`src/rtl/drv_led.sv`:
```
// LED blink driver: each event strobe becomes one fixed-length blink (ON_CYC lit, OFF_CYC dark).
// Events arriving during a blink are queued in a saturating counter and replayed back-to-back.
module drv_led #(
   parameter int unsigned ON_CYC   = 4,
   parameter int unsigned OFF_CYC  = 3,
   parameter int unsigned MAX_PEND = 3,
   parameter int unsigned PEND_W   = 2
) (
   input  logic              clk_i,
   input  logic              rst_i,
   input  logic              evt_i,
   output logic              led_o,
   output logic              busy_o,
   output logic [PEND_W-1:0] pend_o,
   output logic              drop_o
);

   localparam int unsigned T_MAX = (ON_CYC > OFF_CYC) ? ON_CYC : OFF_CYC;
   localparam int unsigned TMR_W = (T_MAX > 1) ? $clog2(T_MAX) : 1;

   typedef enum logic [1:0] {
      S_IDLE,
      S_ON,
      S_OFF
   } state_t;

   state_t             r_state;
   logic [TMR_W-1:0]   r_tmr;
   logic [PEND_W-1:0]  r_pend;
   logic               r_led;
   logic               r_busy;
   logic               r_drop;

   logic w_off_end;
   logic w_start_q;
   logic w_evt_used;
   logic w_inc;
   logic w_drop;

   // A queued event takes priority at OFF end; a fresh event is only consumed directly if the queue is empty.
   assign w_off_end  = (r_state == S_OFF) && (r_tmr == '0);
   assign w_start_q  = w_off_end && (r_pend != '0);
   assign w_evt_used = evt_i && ((r_state == S_IDLE) || (w_off_end && (r_pend == '0)));
   assign w_inc      = evt_i && !w_evt_used;
   assign w_drop     = w_inc && !w_start_q && (r_pend == PEND_W'(MAX_PEND));

   always_ff @(posedge clk_i) begin
      if (rst_i) begin
         r_state <= S_IDLE;
         r_tmr   <= '0;
         r_pend  <= '0;
         r_led   <= 1'b0;
         r_busy  <= 1'b0;
         r_drop  <= 1'b0;
      end else begin
         r_drop <= w_drop;

         if (w_inc && !w_start_q && !w_drop) begin
            r_pend <= r_pend + PEND_W'(1);
         end else if (w_start_q && !w_inc) begin
            r_pend <= r_pend - PEND_W'(1);
         end

         case (r_state)
            S_IDLE: begin
               if (evt_i) begin
                  r_state <= S_ON;
                  r_tmr   <= TMR_W'(ON_CYC - 1);
                  r_led   <= 1'b1;
                  r_busy  <= 1'b1;
               end
            end
            S_ON: begin
               if (r_tmr == '0) begin
                  r_state <= S_OFF;
                  r_tmr   <= TMR_W'(OFF_CYC - 1);
                  r_led   <= 1'b0;
               end else begin
                  r_tmr <= r_tmr - TMR_W'(1);
               end
            end
            S_OFF: begin
               if (r_tmr == '0) begin
                  if ((r_pend != '0) || evt_i) begin
                     r_state <= S_ON;
                     r_tmr   <= TMR_W'(ON_CYC - 1);
                     r_led   <= 1'b1;
                  end else begin
                     r_state <= S_IDLE;
                     r_busy  <= 1'b0;
                  end
               end else begin
                  r_tmr <= r_tmr - TMR_W'(1);
               end
            end
            default: begin
               r_state <= S_IDLE;
               r_tmr   <= '0;
               r_led   <= 1'b0;
               r_busy  <= 1'b0;
            end
         endcase
      end
   end

   assign led_o  = r_led;
   assign busy_o = r_busy;
   assign pend_o = r_pend;
   assign drop_o = r_drop;

endmodule

```
`config.mk`:
```
export PLATFORM = sky130hd
export DESIGN_NAME = drv_led
export DESIGN_NICKNAME = d
export VERILOG_FILES = /design/src/rtl/drv_led.sv
export SDC_FILE = /design/constraint.sdc
export NUM_CORES = 1
export LEC_CHECK = 0
export ABC_AREA = 1
export ABC_CLOCK_PERIOD_IN_PS = 1490
export CAP_MARGIN = 20
export CORE_AREA = 8 8 45 47
export DETAILED_ROUTE_END_ITERATION = 10
export DIE_AREA = 0 0 53 55
export DONT_BUFFER_PORTS = 1
export GPL_TIMING_DRIVEN = 0
export HOLD_SLACK_MARGIN = 0.03
export PLACE_DENSITY = 0.56
export SLEW_MARGIN = 20
export SYNTH_ARGS = -nofsm -noshare
export SYNTH_HDL_FRONTEND = slang
export SYNTH_SLANG_ARGS = --single-unit
```
`constraint.sdc`:
```
create_clock -name clk_i -period 1.49 [get_ports clk_i]
set_input_delay 0.3725 -clock clk_i [delete_from_list [all_inputs] [get_ports clk_i]]
set_output_delay 0.3725 -clock clk_i [all_outputs]
set_load 0.005 [all_outputs]
```
---- Yosys cells after proc, flatten, opt, wreduce, memory -nomap -nowiden ----
Cells that the tools add are included.
Widths: inputs -> output; s select.
cells by class
  equality and inequality tests ........... 9
  bitwise operators ....................... 1
  shift operators ......................... 0
  $lt $le $gt $ge ......................... 0
  divide/modulo/power cells ............... 0
  multiply operators ...................... 0
  multiplexer cells ....................... 20
  reduce and logical (&&, ||, !) cells .... 24
  add/sub/neg operators ................... 3
operator list
  cell                 number
  $mux 2               9
  $pmux 2 s3           2
  $logic_and 1x1->1    9
  $reduce_and 4->1     2
  $mux 1               7
  $logic_not 2->1      3
  $ne 2x2->1 const B   3
  $pmux 1 s3           2
  $eq 2x2->1 const B   2
  $logic_not 1->1      4
  $ne 2x1->1 const B   2
  $reduce_bool 2->1    2
  $sub 2x1->2 const B  2
  $ne 3x2->1 const B   1
  $reduce_and 3->1     1
  $add 2x1->2 const B  1
  $eq 2x1->1 const B   1
  $logic_or 1x1->1     2
  $reduce_and 2->1     1
  $not 1->1            1
storage, ports and cells
  input port bits ......................... 3
  memories ................................ 0
  RAM bits ................................ 0
  latch bits .............................. 0
  ROM bits ................................ 0
  register bits after elaboration ......... 9
  output and inout port bits .............. 5

---- Depth between registers and ports, before layout ----
  word-level depth ........................ 12
  depth in mapped cells ................... 8

---- Worst setup path before layout ----
No wires, ideal clock.
  path type ............................... reg2reg
  start point ............................. reg r_tmr[0]
  end point ............................... reg r_busy, in the netlist busy_o
  data required time ...................... 1370 ps
  slack ................................... 281 ps
  buffers on the path ..................... 0
  cell stages (with the launch flop) ...... 8
  data arrival time ....................... 1089 ps
  cell sequence ........................... dfxtp_1 -> inv_1 -> ha_1 -> inv_1 -> nand3_1 -> nand3_1 -> o21bai_1 -> a21oi_1
between the ends
  longest elaborated chain between the ends .. 3
ends and longest elaborated chain
  element                            RTL line  RTL
  from (decl)                        28        logic [TMR_W-1:0] r_tmr;
  from (signal assigned)             68        r_tmr <= TMR_W'(ON_CYC - 1);
  from (signal assigned)             76        r_tmr <= TMR_W'(OFF_CYC - 1);
  from (signal assigned)             79        r_tmr <= r_tmr - TMR_W'(1);
  $logic_not 2->1                    83        if (r_tmr == '0) begin
  $ne 2x1->1 (no source line)        --
  $reduce_and 4->1 (no source line)  --
  to (signal assigned)               70        r_busy <= 1'b1;
  to (signal assigned)               90        r_busy <= 1'b0;
  to (signal assigned)               100       r_busy <= 1'b0;
  to (decl)                          31        logic r_busy;
No other way between the ends.
A chain may end at the register's enable or synchronous reset.

---- Worst setup path in the final report ----
  start point ............................. reg r_tmr[0]
  end point ............................... reg r_state[0]
between the ends
  longest elaborated chain between the ends .. 3
  elaborated cells between the ends (all ways) .. 4
  classes of those cells .................. 2 x eq/ne; 2 x reduce/logical
ends and longest elaborated chain
  element                                                    RTL line  RTL
  $logic_not 2->1 *                                          74, 83
  $ne 2x2->1 (no source line) or $ne 2x1->1 (tied branches)  --
  $reduce_and 3->1 (no source line) *                        --
  to (signal assigned)                                       75        r_state <= S_OFF;
  to (signal assigned)                                       85        r_state <= S_ON;
  to (signal assigned)                                       89        r_state <= S_IDLE;
  to (decl)                                                  27        state_t r_state;
Every way passes the cells marked *; elsewhere a longest branch is shown, timed or not.

==> results.py <==
metrics = {
    "logic_synthesis": {
        "synth_edf_count": 0,
        "syn-cell-area_um2": 536,
        "ys_warn_count": 0,
        "ys_top_cells_by_area": "dfxtp_1 (34%), nand2_1 (9.8%), nor2_1 (6.3%)",
        "syn_avg_cell_area_um2": 7.05,
        "synth_cells": 76,
        "synth_largest_area_cell": "dfxtp_1",
        "ys_seq_area_share_pct": 33.6,
        "netlist.area_leader.share_pct": 33.6,
        "syn-num-nets": 81,
        "synth_commonest_cells": "nand2_1 (14), dfxtp_1 (9), nor2_1 (9)",
        "synth-seq-cells": 9,
        "synth_ff_type": "dfxtp_1",
        "yosysMostFrequentCell": "nand2_1",
        "ys_async_sr_fraction_pct": 0,
        "ys_types": 23,
    },
    "outcome": {
        "outcome": "finished clean",
    },
    "pwr": {
        "peakVddDrop_v": 0.000483,
        "power_uw": 790,
        "power_density_mw_per_mm2": 1350,
        "p_leak_nw": 0.258,
    },
    "routing": {
        "drt_iter0_markers": 8,
        "drc": 0,
        "drt_pre_antenna_iters": 4,
        "routed_wl_um": 1100,
        "postRouteAntennaNets": 0,
        "wl_per_cell_um": 11.5,
        "vias": 465,
        "avgViaCountPerCell": 4.84,
    },
    "clocking": {
        "cts_tree": "done",
        "h-tree-depth": 1,
        "cts_buffers": 3,
        "clk_pin_slew_ps": 60,
        "clock_latency_ps": 270,
        "clock_sinks": 9,
        "cts_buffer_depth": 2,
        "cts_root_buf": "clkbuf_4",
        "cts_setup_buffers": 0,
    },
    "timing": {
        "finalSetupViolCount": 0,
        "worstMarginPinSlew_ps": 337,
        "period_needed_ps": 1300,
        "fin_skew_ps": 0.323,
        "fin_setup_tns_ps": 0,
        "slew-limit-headroom_pct": 77.5,
        "period_share_pct": 87.2,
        "report.final.slew_viol_count": 0,
        "fmax_mhz": 770,
        "rsz0062_at_grt": "no",
        "report.final.hold_viol_count": 0,
    },
    "hold_path": {
        "hold_path_class": "input port to flop",
        "min_delay_path_depth": 1,
        "hold_start": "rst_i",
    },
    "floorplan": {
        "initial_core_util_pct": 38.7,
        "die_h_um": 55,
        "die_w_um": 53,
        "fp.dieArea_mm2": 0.00292,
        "row_count": 14,
        "core_mm2": 0.00138,
        "top_level_ports": 8,
    },
    "final_layout": {
        "postLayoutCoreUtil_pct": 42.2,
        "insertedDiodeCount": 0,
        "register_area_um2": 180,
        "area_growth_pct": 9.11,
        "nets": 86,
        "design_area_um2": 584,
        "drive_gt1_share_pct": 18.8,
        "final.fill_count": 157,
        "multi_input_area_um2": 309,
    },
    "critical_path": {
        "worst_ep_required_time_ps": 1690,
        "cp_max_fo": 7,
        "crit_top_cell": "inv_1",
        "critPathLaunchType": "flop",
        "critical_path_class": "flop to flop",
        "cpMaxStageDelayCell": "dfxtp_1",
        "end_kind": "flop",
        "slowest_delay_ps": 310,
        "r2r-start": "r_tmr[0]",
        "arrival_ps": 1500,
        "crit_start": "r_tmr[0]",
        "reg2regPathDepth": 8,
        "path_cells": "inv_1 > ha_2 > inv_1 > nand3_1 > nand2_1 > inv_2 > o211ai_1 > a21oi_1",
    },
    "placed_design": {
        "io_buffers": 0,
        "dp_hpwl_um": 839,
        "placed_area_um2": 556,
        "place.gp.congestion": 0.765,
    },
    "global_routing": {
        "grt_pass1_vias": 447,
        "grt_pass1_wl_um": 1970,
        "grt_usage_pct": 9.20,
        "overflow": 0,
        "grt_max_degree": 8,
        "antenna_found_initial": 0,
    },
    "run": {
        "maxCapViolCount": 0,
    },
}
## worst max-delay path: cells and delay by family, from the launching register on
family / cells / cell delay, ps
buffers and inverters: 3 / 230
adders and majority gates: 1 / 280
DFF: 1 / 310
AOI/OAI and AO/OA: 2 / 190
and+or+nand+nor: 2 / 220
## layout make-up
cell class,count,area share [%]
Tap cell,16,3.43
Inverter,13,8.35
Sequential cell,9,30.8
Clock buffer,4,4.50
Multi-Input combinational cell,54,52.9
## kinds of logic (layout without fill, tap and decap cells)
logic type	Yosys count	in the layout	share of synthesized area (%)
compound gates	14	14	17.5
fa+ha+maj	2	2	4.67
buf+inv	13	17	9.11
flops	9	9	33.6
simple gates	38	38	35.0
## per-layer routing
| layer | track usage (%) | up-vias | wire length, um |
|---|---|---|---|
| li1 | - | 255 | - |
| met1 | 9.79 | 201 | 498 |
| met2 | 14.5 | 7 | 494 |
| met3 | 6.42 | 2 | 94 |
| met4 | 2.59 | 0 | 14 |
| met5 | 0 | - | 0 |
## sequential cells by signal, indices dropped and copies added, names as in the netlist
register and count:
r_tmr 2, led_o 1, busy_o 1, r_state 2
drop_o 1, pend_o 2
## worst paths after layout
check                    end  slack, ps
setup / recovery  r_state[0]        190
hold / removal        busy_o        160
setup reg to reg  r_state[0]        190
hold reg to reg        led_o        460
## metrics by stage
stage / hold WS, ps / worst slack (ps) / instances
after floorplan: 442 / 281 / 76
after global routing: 156 / 20.2 / 96
final: 164 / 191 / 96
after global placement: 444 / 105 / 92
after CTS: 161 / 89.7 / 96
after detailed placement: 445 / 106 / 92
## repair_timing
item / in CTS / in global routing
endpoints found under the setup margin: 0 / 3
hold buffers: 0 / 0
gates resized for setup: 0 / 1
hold endpoints to repair: 0 / 0
## where the power goes
| part | switching [mW] | total, mW | internal [mW] |
|---|---|---|---|
| Combinational | 0.160 | 0.260 | 0.0993 |
| Sequential | 0.0498 | 0.332 | 0.282 |
| Clock | 0.0941 | 0.198 | 0.104 |
## cell usage in the layout, fill, tap and decap left out
cell	Yosys	layout
nor2_4	1	1
nand2_4	1	1
a21oi_1	6	6
ha_2	0	1
ha_1	2	1
clkbuf_1	0	1
nand2_2	1	1
nand2_1	14	14
inv_1	8	8
o21ai_4	1	1
o211ai_1	3	3
nand4_1	1	1
nor2_1	9	9
nand3_1	6	6
o21ai_0	1	1
clkinv_1	1	1
o21bai_1	1	1
nand3_2	1	1
nand3b_1	1	1
clkbuf_4	0	3
nor2_2	2	2
inv_2	4	4
o21ai_1	1	1
and2_1	1	1
a21boi_0	1	1
dfxtp_1	9	9
No activity file was read; power rests on OpenSTA's default activity.
